`config.mk`:
```
export PLATFORM = sky130hd
export DESIGN_NAME = bk_adder_pipe_flat
export DESIGN_NICKNAME = d
export VERILOG_FILES = /design/src/rtl/bk_adder_pkg.sv /design/src/rtl/bk_adder_pipe_if.sv /design/src/rtl/bk_adder_pipe_prefix_tree.sv /design/src/rtl/bk_adder_pipe.sv /design/src/flat_wrapper.sv
export SDC_FILE = /design/constraint.sdc
export NUM_CORES = 1
export LEC_CHECK = 0
export CAP_MARGIN = 20
export CORE_MARGIN = 5
export CORE_UTILIZATION = 35
export DETAILED_ROUTE_END_ITERATION = 16
export MAX_ROUTING_LAYER = met4
export SLEW_MARGIN = 20
export SYNTH_ARGS = -nofsm -noshare
export SYNTH_HDL_FRONTEND = slang
export SYNTH_HIERARCHICAL = 1
export SYNTH_SLANG_ARGS = --single-unit
```
`constraint.sdc`:
```
create_clock -name clk -period 3.1 [get_ports clk]
set_clock_uncertainty 0.15 [all_clocks]
set_input_delay 0.775 -clock clk [delete_from_list [all_inputs] [get_ports clk]]
set_output_delay 0.775 -clock clk [all_outputs]
set_load 0.1 [all_outputs]
```
`src/rtl/bk_adder_pkg.sv`:
```
// Shared types and helpers for the pipelined Brent-Kung adder/subtractor.
// Prefix operator, tree depth and the generate/propagate pair type live here.
package bk_adder_pkg;

   localparam int MAX_WIDTH = 64;

   typedef struct packed {
      logic g;
      logic p;
   } pg_t;

   // (G,P) o (G',P'): hi is the more significant group, lo the less significant.
   function automatic pg_t pg_combine(input pg_t hi, input pg_t lo);
      pg_t r;
      r.g = hi.g | (hi.p & lo.g);
      r.p = hi.p & lo.p;
      return r;
   endfunction

   function automatic int bk_levels(input int width);
      return $clog2(width + 1);
   endfunction

endpackage

```
`src/rtl/bk_adder_pipe_if.sv`:
```
// Operand/result handshake bundle for bk_adder_pipe.
// The ovf signal exists only when BK_OVF_EN is defined.
interface bk_adder_pipe_if #(
   parameter int WIDTH = 16
);
   logic             in_valid;
   logic             in_ready;
   logic [WIDTH-1:0] a;
   logic [WIDTH-1:0] b;
   logic             c_in;
   logic             sub;
   logic             out_valid;
   logic             out_ready;
   logic [WIDTH-1:0] s;
   logic             c_out;
`ifdef BK_OVF_EN
   logic             ovf;
`endif

   modport master (
      output in_valid, a, b, c_in, sub, out_ready,
`ifdef BK_OVF_EN
      input  in_ready, out_valid, s, c_out, ovf
`else
      input  in_ready, out_valid, s, c_out
`endif
   );

   modport slave (
      input  in_valid, a, b, c_in, sub, out_ready,
`ifdef BK_OVF_EN
      output in_ready, out_valid, s, c_out, ovf
`else
      output in_ready, out_valid, s, c_out
`endif
   );

endinterface

```
`src/rtl/bk_adder_pipe_prefix_tree.sv`:
```
// Combinational Brent-Kung prefix tree over positions 0..WIDTH (position 0 = carry-in).
// Produces the group generate G_i:0 for every position.
module bk_prefix_tree
   import bk_adder_pkg::*;
#(
   parameter int WIDTH = 16
) (
   input  pg_t  [WIDTH:0] pg_i,
   output logic [WIDTH:0] gg_o
);
   localparam int LEVELS = bk_levels(WIDTH);

   pg_t [WIDTH:0] node;

   // In-place sweeps are safe: within a level no node reads a slot written at that level.
   always_comb begin
      node = pg_i;
      for (int l = 0; l < LEVELS; l++) begin
         for (int i = (1 << (l + 1)) - 1; i <= WIDTH; i += (1 << (l + 1))) begin
            node[i] = pg_combine(node[i], node[i - (1 << l)]);
         end
      end
      for (int l = LEVELS - 2; l >= 0; l--) begin
         for (int i = 3 * (1 << l) - 1; i <= WIDTH; i += (1 << (l + 1))) begin
            node[i] = pg_combine(node[i], node[i - (1 << l)]);
         end
      end
   end

   for (genvar gi = 0; gi <= WIDTH; gi++) begin : g_out
      assign gg_o[gi] = node[gi].g;
   end

endmodule

```
`src/rtl/bk_adder_pipe.sv`:
```
// Pipelined WIDTH-bit Brent-Kung adder/subtractor with valid/ready flow control.
// Stage 1 = P/G, stage 2 = prefix tree, stage 3 = sum (optionally registered). BK_OVF_EN adds ovf.
module bk_adder_pipe
   import bk_adder_pkg::*;
#(
   parameter int WIDTH        = 16,
   parameter bit PIPE_OUT_REG = 1'b1
) (
   input  logic           clk,
   input  logic           rst_n,
   bk_adder_pipe_if.slave bus
);
   logic [WIDTH-1:0] beff;
   logic             cin;
   pg_t  [WIDTH:0]   pg1_d;
   pg_t  [WIDTH:0]   pg1_q;
   logic             v1_q;
   logic             v2_q;
   logic [WIDTH:0]   gg2_d;
   logic [WIDTH:0]   gg2_q;
   logic [WIDTH-1:0] p2_d;
   logic [WIDTH-1:0] p2_q;
   logic [WIDTH-1:0] s3_d;
   logic             c3_d;
   logic             ld1;
   logic             ld2;
   logic             adv3;
`ifdef BK_OVF_EN
   logic             ovf3_d;
`endif

   // Subtraction is A + ~B + !borrow_in; position 0 of the tree carries that bit.
   always_comb begin
      beff     = bus.sub ? ~bus.b : bus.b;
      cin      = bus.c_in ^ bus.sub;
      pg1_d    = '0;
      pg1_d[0].g = cin;
      for (int i = 0; i < WIDTH; i++) begin
         pg1_d[i + 1].g = bus.a[i] & beff[i];
         pg1_d[i + 1].p = bus.a[i] ^ beff[i];
      end
   end

   assign ld2          = !v2_q | adv3;
   assign ld1          = !v1_q | ld2;
   assign bus.in_ready = ld1;

   always_ff @(posedge clk or negedge rst_n) begin
      if (!rst_n) begin
         v1_q  <= 1'b0;
         pg1_q <= '0;
      end else if (ld1) begin
         v1_q <= bus.in_valid;
         if (bus.in_valid) begin
            pg1_q <= pg1_d;
         end
      end
   end

   bk_prefix_tree #(
      .WIDTH (WIDTH)
   ) u_tree (
      .pg_i (pg1_q),
      .gg_o (gg2_d)
   );

   for (genvar gi = 0; gi < WIDTH; gi++) begin : g_p2
      assign p2_d[gi] = pg1_q[gi + 1].p;
   end

   always_ff @(posedge clk or negedge rst_n) begin
      if (!rst_n) begin
         v2_q  <= 1'b0;
         gg2_q <= '0;
         p2_q  <= '0;
      end else if (ld2) begin
         v2_q <= v1_q;
         if (v1_q) begin
            gg2_q <= gg2_d;
            p2_q  <= p2_d;
         end
      end
   end

   assign s3_d = p2_q ^ gg2_q[WIDTH-1:0];
   assign c3_d = gg2_q[WIDTH];
`ifdef BK_OVF_EN
   assign ovf3_d = gg2_q[WIDTH-1] ^ gg2_q[WIDTH];
`endif

   if (PIPE_OUT_REG) begin : g_out_reg
      logic             v3_q;
      logic [WIDTH-1:0] s3_q;
      logic             c3_q;
`ifdef BK_OVF_EN
      logic             ovf3_q;
`endif

      assign adv3 = !v3_q | bus.out_ready;

      always_ff @(posedge clk or negedge rst_n) begin
         if (!rst_n) begin
            v3_q <= 1'b0;
            s3_q <= '0;
            c3_q <= 1'b0;
`ifdef BK_OVF_EN
            ovf3_q <= 1'b0;
`endif
         end else if (adv3) begin
            v3_q <= v2_q;
            if (v2_q) begin
               s3_q <= s3_d;
               c3_q <= c3_d;
`ifdef BK_OVF_EN
               ovf3_q <= ovf3_d;
`endif
            end
         end
      end

      assign bus.out_valid = v3_q;
      assign bus.s         = s3_q;
      assign bus.c_out     = c3_q;
`ifdef BK_OVF_EN
      assign bus.ovf       = ovf3_q;
`endif
   end else begin : g_out_comb
      // Stage 2 is the last register; the sum is formed on its outputs.
      assign adv3          = bus.out_ready;
      assign bus.out_valid = v2_q;
      assign bus.s         = s3_d;
      assign bus.c_out     = c3_d;
`ifdef BK_OVF_EN
      assign bus.ovf       = ovf3_d;
`endif
   end

endmodule

```
`src/flat_wrapper.sv`:
```
// flat-port wrapper written by rule: the top's interface ports become plain ports
module bk_adder_pipe_flat import bk_adder_pkg::*;
#(
   parameter int WIDTH        = 16,
   parameter bit PIPE_OUT_REG = 1'b1
)
  (clk, rst_n, bus_in_valid, bus_a, bus_b, bus_c_in, bus_sub, bus_out_ready, bus_in_ready, bus_out_valid, bus_s, bus_c_out);
  bk_adder_pipe_if #(.WIDTH(WIDTH)) bus_i ();
  input  logic clk;
  input  logic rst_n;
  input wire logic [$bits(bus_i.in_valid)-1:0] bus_in_valid;
  input wire logic [$bits(bus_i.a)-1:0] bus_a;
  input wire logic [$bits(bus_i.b)-1:0] bus_b;
  input wire logic [$bits(bus_i.c_in)-1:0] bus_c_in;
  input wire logic [$bits(bus_i.sub)-1:0] bus_sub;
  input wire logic [$bits(bus_i.out_ready)-1:0] bus_out_ready;
  output wire logic [$bits(bus_i.in_ready)-1:0] bus_in_ready;
  output wire logic [$bits(bus_i.out_valid)-1:0] bus_out_valid;
  output wire logic [$bits(bus_i.s)-1:0] bus_s;
  output wire logic [$bits(bus_i.c_out)-1:0] bus_c_out;
  assign bus_i.in_valid = bus_in_valid;
  assign bus_i.a = bus_a;
  assign bus_i.b = bus_b;
  assign bus_i.c_in = bus_c_in;
  assign bus_i.sub = bus_sub;
  assign bus_i.out_ready = bus_out_ready;
  assign bus_in_ready = bus_i.in_ready;
  assign bus_out_valid = bus_i.out_valid;
  assign bus_s = bus_i.s;
  assign bus_c_out = bus_i.c_out;
  bk_adder_pipe #(.WIDTH(WIDTH), .PIPE_OUT_REG(PIPE_OUT_REG)) u_core (.clk(clk), .rst_n(rst_n), .bus(bus_i));
endmodule
```
**After elaboration in Yosys (flattened, before gate mapping)**

Index checks and enable logic that the tools add are counted.

- $add $sub $neg: 0
- Multipliers: 0
- Div/mod/pow operators: 0
- Magnitude comparators: 0
- Equal/unequal tests: 0
- Shifts and indexed selects: 0
- Muxes and demuxes: 1
- Bitwise gates (word level): 103
- Reduce and logical (&&, ||, !) cells: 6

Operators by type and width:

| kind | count |
|---|---|
| bitwise AND 1 bit | 54 |
| OR 1 bit | 30 |
| bitwise XOR 1 bit | 17 |
| 2-to-1 mux 16 bit | 1 |
| inverter 16 bit | 1 |
| bitwise XOR 16 bit | 1 |
| AND reduction 2 bit | 3 |
| zero test 1 bit | 3 |

- Flip-flop bits (word level): 86
- Latch bits: 0
- RAM bits: 0
- Memory bits (read-only): 0
- Input bits: 38
- Output and inout bits: 19
- Logic and storage cells: 150
- Memories: 0

**Logic depth before layout (Yosys ltp)**

Gate-level depths: netlist of run 1.

- Depth after elaboration: 12
- Gate-level depth with buffers: 7
- Depth with buffers taken out: 7

**Cells and area by module**

The synthesis of run 1 kept the hierarchy.

By module, submodules not included:

| module | times used | cells each | area each (µm²) | seq. area each (µm²) |
|---|---|---|---|---|
| bk_adder_pipe | 1 | 237 | 3719.8 | 2152.1 |
| bk_prefix_tree | 1 | 47 | 295.3 | 0.0 |

**Least setup slack after synthesis of run 1**

Ideal clock, no wire load.

- Kind: reg-to-reg
- From: reg u_core.g_out_reg.v3_q (netlist: u_core/bus.out_valid)
- To: reg u_core.pg1_q (netlist bit u_core/p2_d[0])
- Library setup time: 0.125 ns
- Data arrival time: 2.752 ns
- Data required time: 2.825 ns
- Slack: 0.073 ns
- Cell stages (with the launch flop): 5
- Buffers on the path: 1
- Clock period less this slack: 3.027 ns
- Cell sequence: dfrtp_1 nand4b_2 nand2_2 buf_6 mux2_2

- Cells in the longest elaborated chain, start to end: 5

Ends and longest elaborated chain:

| element | line | source |
|---|---|---|
| start, declared | bk_adder_pipe.sv:92 | `logic v3_q;` |
| start signal, assigned | bk_adder_pipe.sv:110 | `v3_q <= v2_q;` |
| zero test 1 bit | bk_adder_pipe.sv:99 | `assign adv3 = !v3_q \| bus.out_ready;` |
| OR 1 bit | bk_adder_pipe.sv:99 |  |
| OR 1 bit | bk_adder_pipe.sv:44 | `assign ld2 = !v2_q \| adv3;` |
| OR 1 bit | bk_adder_pipe.sv:45 | `assign ld1 = !v1_q \| ld2;` |
| named net bus_in_ready | flat_wrapper.sv:17 | `output wire logic [$bits(bus_i.in_ready)-1:0] bus_in_ready;` |
| AND reduction 2 bit (no source line) | n/a |  |
| end signal, assigned | bk_adder_pipe.sv:55 | `pg1_q <= pg1_d;` |
| end, declared | bk_adder_pipe.sv:16 | `pg_t [WIDTH:0] pg1_q;` |

The timed path passes the listed nets, and every way through them passes these cells.
A chain may end at the register's enable or synchronous reset.

**Worst setup path in the final report of run 1**

- From: in bus_out_ready
- To: out bus_in_ready

- Cells in the longest elaborated chain, start to end: 3

Ends and longest elaborated chain:

| element | line | source |
|---|---|---|
| start, declared | flat_wrapper.sv:16 | `input wire logic [$bits(bus_i.out_ready)-1:0] bus_out_ready;` |
| OR 1 bit | bk_adder_pipe.sv:99 |  |
| OR 1 bit | bk_adder_pipe.sv:44 |  |
| OR 1 bit | bk_adder_pipe.sv:45 |  |
| end, declared | flat_wrapper.sv:17 |  |

No other way between the ends.

==> metrics.log, run 1 <==
INFO  metric syn_avg_cell_area = 14.2 um2
INFO  metric maxCapViolCount = 0
INFO  metric cts_inserted_buffers = 9
INFO  metric synthesis.yosys.warnings = 6
INFO  metric grt_first_pass_wirelength = 12.0 mm
INFO  metric irDropWorstVdd = 591 uV
INFO  metric rsz0062_at_grt = false
INFO  metric buffer_ports.inserted = 56
INFO  metric crit_required = 2.17 ns
INFO  metric maxSlewHeadroom = 0.628
INFO  metric detailedRoute.firstIterationViolations = 51
INFO  metric die_area = 13,700 um2
INFO  metric leakage = 2.28 nW
INFO  metric count_of_final_max_slew_check_failures = 0
INFO  metric worstPathArrival = 1.72 ns
INFO  metric final_net_count = 398
INFO  metric cts_num_sinks = 86
INFO  metric floorplan.die.width = 117 um
INFO  metric area.growth.synth_to_final = 25.2%
INFO  metric die_h = 117 um
INFO  metric dpl.hpwl = 5.06 mm
INFO  metric pwr_density_cell = 963 nW/um2
INFO  metric cts_tree = built
INFO  metric place_congestion = 0.771
INFO  metric floorplan.rows = 39
INFO  metric clockBufferDepth = 2
INFO  metric timing.critical_path.slowest_cell_delay = 0.43 ns
INFO  metric timing.hold.worst.class = primary input to asynchronous set/reset pin
INFO  metric groute.usage.overall = 0.119
INFO  metric initial_core_util = 0.354
INFO  metric clock_tree.root_cell = sky130_fd_sc_hd__clkbuf_16
INFO  metric route.detailed.drc = 0
INFO  metric layout-drive-gt1-share = 0.374
INFO  metric timing.final.crit_period = 2.64 ns
INFO  metric end_kind = output pin
INFO  metric critPathLaunchType = primary input
INFO  metric ratio_of_routed_vias_to_standard_cells = 4.75
INFO  metric drt_pass_1_iters = 4
INFO  metric antenna_found_initial = 0
INFO  metric run_status = finished clean
INFO  metric critical_path_fanout_max = 3
INFO  metric finalHoldViolations = 0
INFO  metric layout.cell_area.non_filler = 5020 um2
INFO  metric routed-via-count = 2,331
INFO  metric route.antenna.remaining_nets = 0
INFO  metric gr-total-overflow = 0
INFO  metric critical_path.slowest_cell = sky130_fd_sc_hd__clkdlybuf4s50_1
INFO  metric fmax = 378 MHz
INFO  metric cts_post_setup_buffers_inserted = 0
INFO  metric setup_total_negative_slack = 0 ns
INFO  metric grt_start_max_net_pins = 47
INFO  metric cts.hold.buffers_added = 0
INFO  metric timing_worst_setup_path_type = primary input to output pin
INFO  metric detailed_place.area = 4700 um2
INFO  metric finalCritPeriodShare = 0.853
INFO  metric finalSetupViolations = 0
INFO  metric postCtsResizedCells = 0
INFO  metric via_count_of_the_first_global_routing_pass = 2,416
INFO  metric clock_tree.htree_level_count = 3
INFO  metric post_synth_inst_count = 283
INFO  metric drt-wirelength-per-cell = 14.5 um
INFO  metric post_synth_instance_area = 4010 um2
INFO  metric insertedDiodeCount = 0
INFO  metric path_cells = clkdlybuf4s50_1 -> nand4b_2 -> buf_12
INFO  metric wirelength = 7.14 mm
INFO  metric worst_setup_hold_path_clk_slew = 0.06 ns
INFO  metric insertion_delay = 0.33 ns
INFO  metric n_fill_cell = 1,084
INFO  metric standard_cell_core_area = 11,300 um2
INFO  metric transition_time_at_the_pin_with_the_least_slew_margin = 0.557 ns
INFO  metric detailedPlace.worstSlack = 0.456 ns
INFO  metric fin_ws = 0.456 ns
INFO  metric floorplan.io_pins = 57
INFO  metric syn-num-nets = 337
[cells in the final DEF, fill, tap and decap left out, types with 2 or more instances in the layout]
cell                              count
sky130_fd_sc_hd__clkbuf_8             2
sky130_fd_sc_hd__nand2b_1             5
sky130_fd_sc_hd__bufinv_16            2
sky130_fd_sc_hd__nand2_1              4
sky130_fd_sc_hd__a21o_1               7
sky130_fd_sc_hd__mux2_2              83
sky130_fd_sc_hd__nand2_2              3
sky130_fd_sc_hd__inv_1                4
sky130_fd_sc_hd__o31ai_1              2
sky130_fd_sc_hd__xor2_1              33
sky130_fd_sc_hd__clkbuf_16            9
sky130_fd_sc_hd__clkinv_2             2
sky130_fd_sc_hd__buf_12               4
sky130_fd_sc_hd__clkdlybuf4s50_1     36
sky130_fd_sc_hd__o21ai_0              2
sky130_fd_sc_hd__nor2_1               4
sky130_fd_sc_hd__buf_4               20
sky130_fd_sc_hd__a21oi_1              7
sky130_fd_sc_hd__dfrtp_1             86
sky130_fd_sc_hd__ha_1                16
[worst paths after layout]
kind	from	endpoint	slack (ns)	depth (start not counted)
worst min-delay path	rst_n	u_core/bus.s[7]	0.28	1
worst min register to register	u_core/gg2_q[16]	u_core/bus.c_out	0.35	1
min in group clk	u_core/gg2_q[16]	u_core/bus.c_out	0.35	1
worst max-delay path	bus_out_ready	bus_in_ready	0.46	3
worst max register to register	u_core/p2_d[0]	u_core/gg2_q[13]	1.09	6
max in group asynchronous	rst_n	u_core/bus.s[6]	1.90	2
[critical path: cells and delay by family]
family,cells,cell delay (ns)
buffers and inverters,2,0.65
AND/OR/NAND/NOR,1,0.29
[area by class of cell]
cell class	instances	area, um2	share of cell area
inverters	5	18.8	0.00374
clock buffers	11	253	0.0503
well taps	143	179	0.0356
multi-input cells	182	1760	0.350
repair buffers	60	591	0.118
clock inverters	4	70.1	0.0140
flip-flops and latches	86	2150	0.428
[power breakdown]
| group | internal [mW] | switching [mW] |
|---|---|---|
| sequential | 1.51 | 0.268 |
| combinational | 0.688 | 1.23 |
| clock | 0.741 | 0.405 |
[flip-flops by register name, summed over array words and instances (netlist names)]
signal / count
u_core/p2_d: 16
u_core/pg1_q: 17
u_core/v1_q: 1
u_core/gg2_q: 17
u_core/p2_q: 16
u_core/bus.out_valid: 1
u_core/v2_q: 1
u_core/bus.s: 16
u_core/bus.c_out: 1
[stage by stage]
| step | utilization | power, mW | hold slack, ns | cells |
|---|---|---|---|---|
| 2_1_floorplan | - | 3.27 | 0.325 | 283 |
| 3_3_place_gp | 0.415 | 3.70 | 0.342 | 476 |
| 3_5_place_dp | 0.415 | 3.74 | 0.344 | 476 |
| 4_1_cts | 0.444 | 4.91 | 0.299 | 491 |
| 5_1_grt | 0.444 | 5.12 | 0.314 | 491 |
| 6_report | 0.444 | 4.84 | 0.277 | 491 |
[metal layers]
layer / vias up / wire length [um] / GRT usage
met5: - / 0 / -
met2: 32 / 3580 / 0.186
met4: 0 / 125 / 0.0459
met3: 7 / 209 / 0.0308
met1: 1163 / 3230 / 0.148
li1: 1129 / - / -
(Power assumes the default switching activity.)
==> run 2, diff against run 1 <==
--- a/config.mk
+++ b/config.mk
@@ -10,6 +10,7 @@
 export CORE_UTILIZATION = 35
 export DETAILED_ROUTE_END_ITERATION = 16
 export MAX_ROUTING_LAYER = met4
+export SKIP_CTS_REPAIR_TIMING = 1
 export SLEW_MARGIN = 20
 export SYNTH_ARGS = -nofsm -noshare
 export SYNTH_HDL_FRONTEND = slang
==> results of run 2 <==
Same layout as run 1: the final DEF is identical, and so are final timing and power.
==> run 3, diff against run 2 <==
--- a/config.mk
+++ b/config.mk
@@ -9,6 +9,7 @@
 export CORE_MARGIN = 5
 export CORE_UTILIZATION = 35
 export DETAILED_ROUTE_END_ITERATION = 16
+export GPL_TIMING_DRIVEN = 0
 export MAX_ROUTING_LAYER = met4
 export SKIP_CTS_REPAIR_TIMING = 1
 export SLEW_MARGIN = 20
@@ -16,3 +17,4 @@
 export SYNTH_HDL_FRONTEND = slang
 export SYNTH_HIERARCHICAL = 1
 export SYNTH_SLANG_ARGS = --single-unit
+export TNS_END_PERCENT = 50
==> metrics.log, run 3 (synthesis gave the netlist of run 1 again) <==
INFO  metric worst_reg2reg_path_depth = 6 (unchanged)
INFO  metric antenna_found_initial = 0 (unchanged)
INFO  metric die_area = 13,700 um2 (unchanged)
INFO  metric drt-wirelength-per-cell = 14.8 um (was 14.5 um)
INFO  metric timing.hold.worst.class = primary input to asynchronous set/reset pin (unchanged)
INFO  metric leakage = 2.27 nW (was 2.28 nW)
INFO  metric crit_required = 2.17 ns (about the same)
INFO  metric insertion_delay = 0.33 ns (about the same)
INFO  metric irDropWorstVdd = 457 uV (was 591 uV)
INFO  metric groute.usage.overall = 0.121 (was 0.119)
INFO  metric count_of_final_max_slew_check_failures = 0 (unchanged)
INFO  metric route.detailed.drc = 0 (unchanged)
INFO  metric layout-drive-gt1-share = 0.335 (was 0.374)
INFO  metric clock_tree.htree_level_count = 3 (unchanged)
INFO  metric setup_total_negative_slack = 0 ns (unchanged)
INFO  metric critical_path.slowest_cell = sky130_fd_sc_hd__clkdlybuf4s50_1 (unchanged)
INFO  metric timing_worst_setup_path_type = primary input to output pin (unchanged)
INFO  metric grt_first_pass_wirelength = 12.2 mm (was 12.0 mm)
INFO  metric end_kind = output pin (unchanged)
INFO  metric cts_inserted_buffers = 9 (unchanged)
INFO  metric worstPathArrival = 1.90 ns (was 1.72 ns)
INFO  metric cts_num_sinks = 86 (unchanged)
INFO  metric count_of_buffering_cells_on_the_critical_path_with_inverters_included = 2 (unchanged)
INFO  metric initial_core_util = 0.354 (unchanged)
INFO  metric fmax = 354 MHz (was 378 MHz)
INFO  metric worst_r2r_startpoint = u_core/p2_d[0] (unchanged)
INFO  metric transition_time_at_the_pin_with_the_least_slew_margin = 0.972 ns (was 0.557 ns)
INFO  metric final_net_count = 404 (was 398)
INFO  metric timing.critical_path.slowest_cell_delay = 0.49 ns (was 0.43 ns)
INFO  metric grt_start_max_net_pins = 55 (was 47)
INFO  metric critPathLaunchType = primary input (unchanged)
INFO  metric detailedRoute.firstIterationViolations = 60 (was 51)
INFO  metric drt_pass_1_iters = 4 (unchanged)
INFO  metric ratio_of_routed_vias_to_standard_cells = 4.74 (was 4.75)
INFO  metric timing.final.crit_period = 2.83 ns (was 2.64 ns)
INFO  metric floorplan.rows = 39 (unchanged)
INFO  metric n_fill_cell = 1,078 (was 1,084)
INFO  metric clockBufferDepth = 2 (unchanged)
INFO  metric r2r_end = u_core/gg2_q[13] (unchanged)
INFO  metric area.growth.synth_to_final = 26.8% (was 25.2%)
INFO  metric die_h = 117 um (unchanged)
INFO  metric gr-total-overflow = 0 (unchanged)
INFO  metric run_status = finished clean (unchanged)
INFO  metric floorplan.io_pins = 57 (unchanged)
INFO  metric layout.cells.most_common_list = sky130_fd_sc_hd__dfrtp_1 (86), sky130_fd_sc_hd__mux2_2 (83), sky130_fd_sc_hd__clkdlybuf4s50_1 (53) (was sky130_fd_sc_hd__dfrtp_1 (86), sky130_fd_sc_hd__mux2_2 (83), sky130_fd_sc_hd__clkdlybuf4s50_1 (36))
INFO  metric maxCapViolCount = 0 (unchanged)
INFO  metric ff2ff_setup_slack = 1.09 ns (about the same)
INFO  metric finalCritPeriodShare = 0.912 (was 0.853)
INFO  metric finalHoldViolations = 0 (unchanged)
INFO  metric rsz0062_at_grt = false (unchanged)
INFO  metric insertedDiodeCount = 0 (unchanged)
INFO  metric wirelength = 7.38 mm (was 7.14 mm)
INFO  metric largestRegisters = u_core/gg2_q x17, u_core/pg1_q x17 (unchanged)
INFO  metric critical_path.top_delay_family = buffers and inverters (unchanged)
INFO  metric standard_cell_core_area = 11,300 um2 (unchanged)
INFO  metric path_cells = clkdlybuf4s50_1 -> nand4b_2 -> clkbuf_2 (was clkdlybuf4s50_1 -> nand4b_2 -> buf_12)
INFO  metric critical_path_fanout_max = 3 (unchanged)
INFO  metric hold_slack = 0.240 ns (was 0.277 ns)
INFO  metric maxSlewHeadroom = 0.350 (was 0.628)
INFO  metric routed-via-count = 2,362 (was 2,331)
INFO  metric floorplan.die.width = 117 um (unchanged)
INFO  metric clock_tree.root_cell = sky130_fd_sc_hd__clkbuf_16 (unchanged)
INFO  metric buffer_ports.inserted = 55 (was 56)
INFO  metric place_congestion = 0.784 (was 0.771)
INFO  metric route.antenna.remaining_nets = 0 (unchanged)
INFO  metric via_count_of_the_first_global_routing_pass = 2,459 (was 2,416)
INFO  metric cts_tree = built (unchanged)
INFO  metric finalSetupViolations = 0 (unchanged)
INFO  metric commonest_non_fill_non_tap_cell_in_the_layout = sky130_fd_sc_hd__dfrtp_1 (unchanged)
INFO  metric dpl.hpwl = 5.48 mm (was 5.06 mm)
INFO  metric pwr_density_cell = 962 nW/um2 (was 963 nW/um2)
INFO  metric worst_setup_hold_path_clk_slew = 0.06 ns (about the same)
## run 3: changes by cell type in the layout (fill, tap and decap cells not counted), moves of 2 or more
cell                              change
sky130_fd_sc_hd__clkinvlp_4           +3
sky130_fd_sc_hd__buf_4               -14
sky130_fd_sc_hd__buf_6                +3
sky130_fd_sc_hd__clkinv_2             -2
sky130_fd_sc_hd__buf_12               -4
sky130_fd_sc_hd__buf_2                +2
sky130_fd_sc_hd__clkdlybuf4s50_1     +17
## run 3: layer usage
| layer | share of wire | global-route usage | vias to the layer above |
|---|---|---|---|
| met1 | 0.45 | 0.150 | 1186 |
| met5 | 0 | - | - |
| met4 | 0.024 | 0.0619 | 0 |
| li1 | - | - | 1132 |
| met2 | 0.50 | 0.194 | 33 |
| met3 | 0.026 | 0.0165 | 11 |
## run 3: through the flow
step	cell area [um2]	setup slack [ns]	util	cells	total power, mW
final	5090	0.272	0.449	498	4.89
after global routing	5090	0.231	0.449	498	5.14
after CTS	5090	-0.406	0.450	498	4.96
after detailed placement	4770	-0.397	0.421	482	3.79
after global placement	4740	-1.99	0.419	481	3.76
after floorplan	4010	0.0731	-	283	3.27
## run 3: report_power, final
group	internal [mW]	leakage, nW	total, mW	switching, mW
logic	0.732	1.09	1.97	1.24
clock network	0.727	0.148	1.15	0.419
registers	1.51	1.03	1.77	0.264
## run 3: layout make-up
| cell class | count | area, um2 | share of cell area |
|---|---|---|---|
| Buffer | 10 | 81.3 | 0.0160 |
| Clock inverter | 5 | 82.6 | 0.0162 |
| Clock buffer | 11 | 243 | 0.0477 |
| Sequential cell | 86 | 2150 | 0.423 |
| Tap cell | 143 | 179 | 0.0352 |
| Inverter | 5 | 18.8 | 0.00369 |
| Timing Repair Buffer | 56 | 571 | 0.112 |
| Multi-Input combinational cell | 182 | 1760 | 0.346 |
## run 3: worst max-delay path by stage
stage / startpoint / slack (ns) / to / depth (start not counted)
floorplan: u_core/bus.out_valid / 0.07 / u_core/p2_d[0] / 4
global placement: rst_n / -1.99 / u_core/bus.s[3] / 1
detailed placement: bus_out_ready / -0.40 / bus_in_ready / 3
CTS: bus_out_ready / -0.41 / bus_in_ready / 3
global route: bus_out_ready / 0.23 / bus_in_ready / 3
finish: bus_out_ready / 0.27 / bus_in_ready / 3
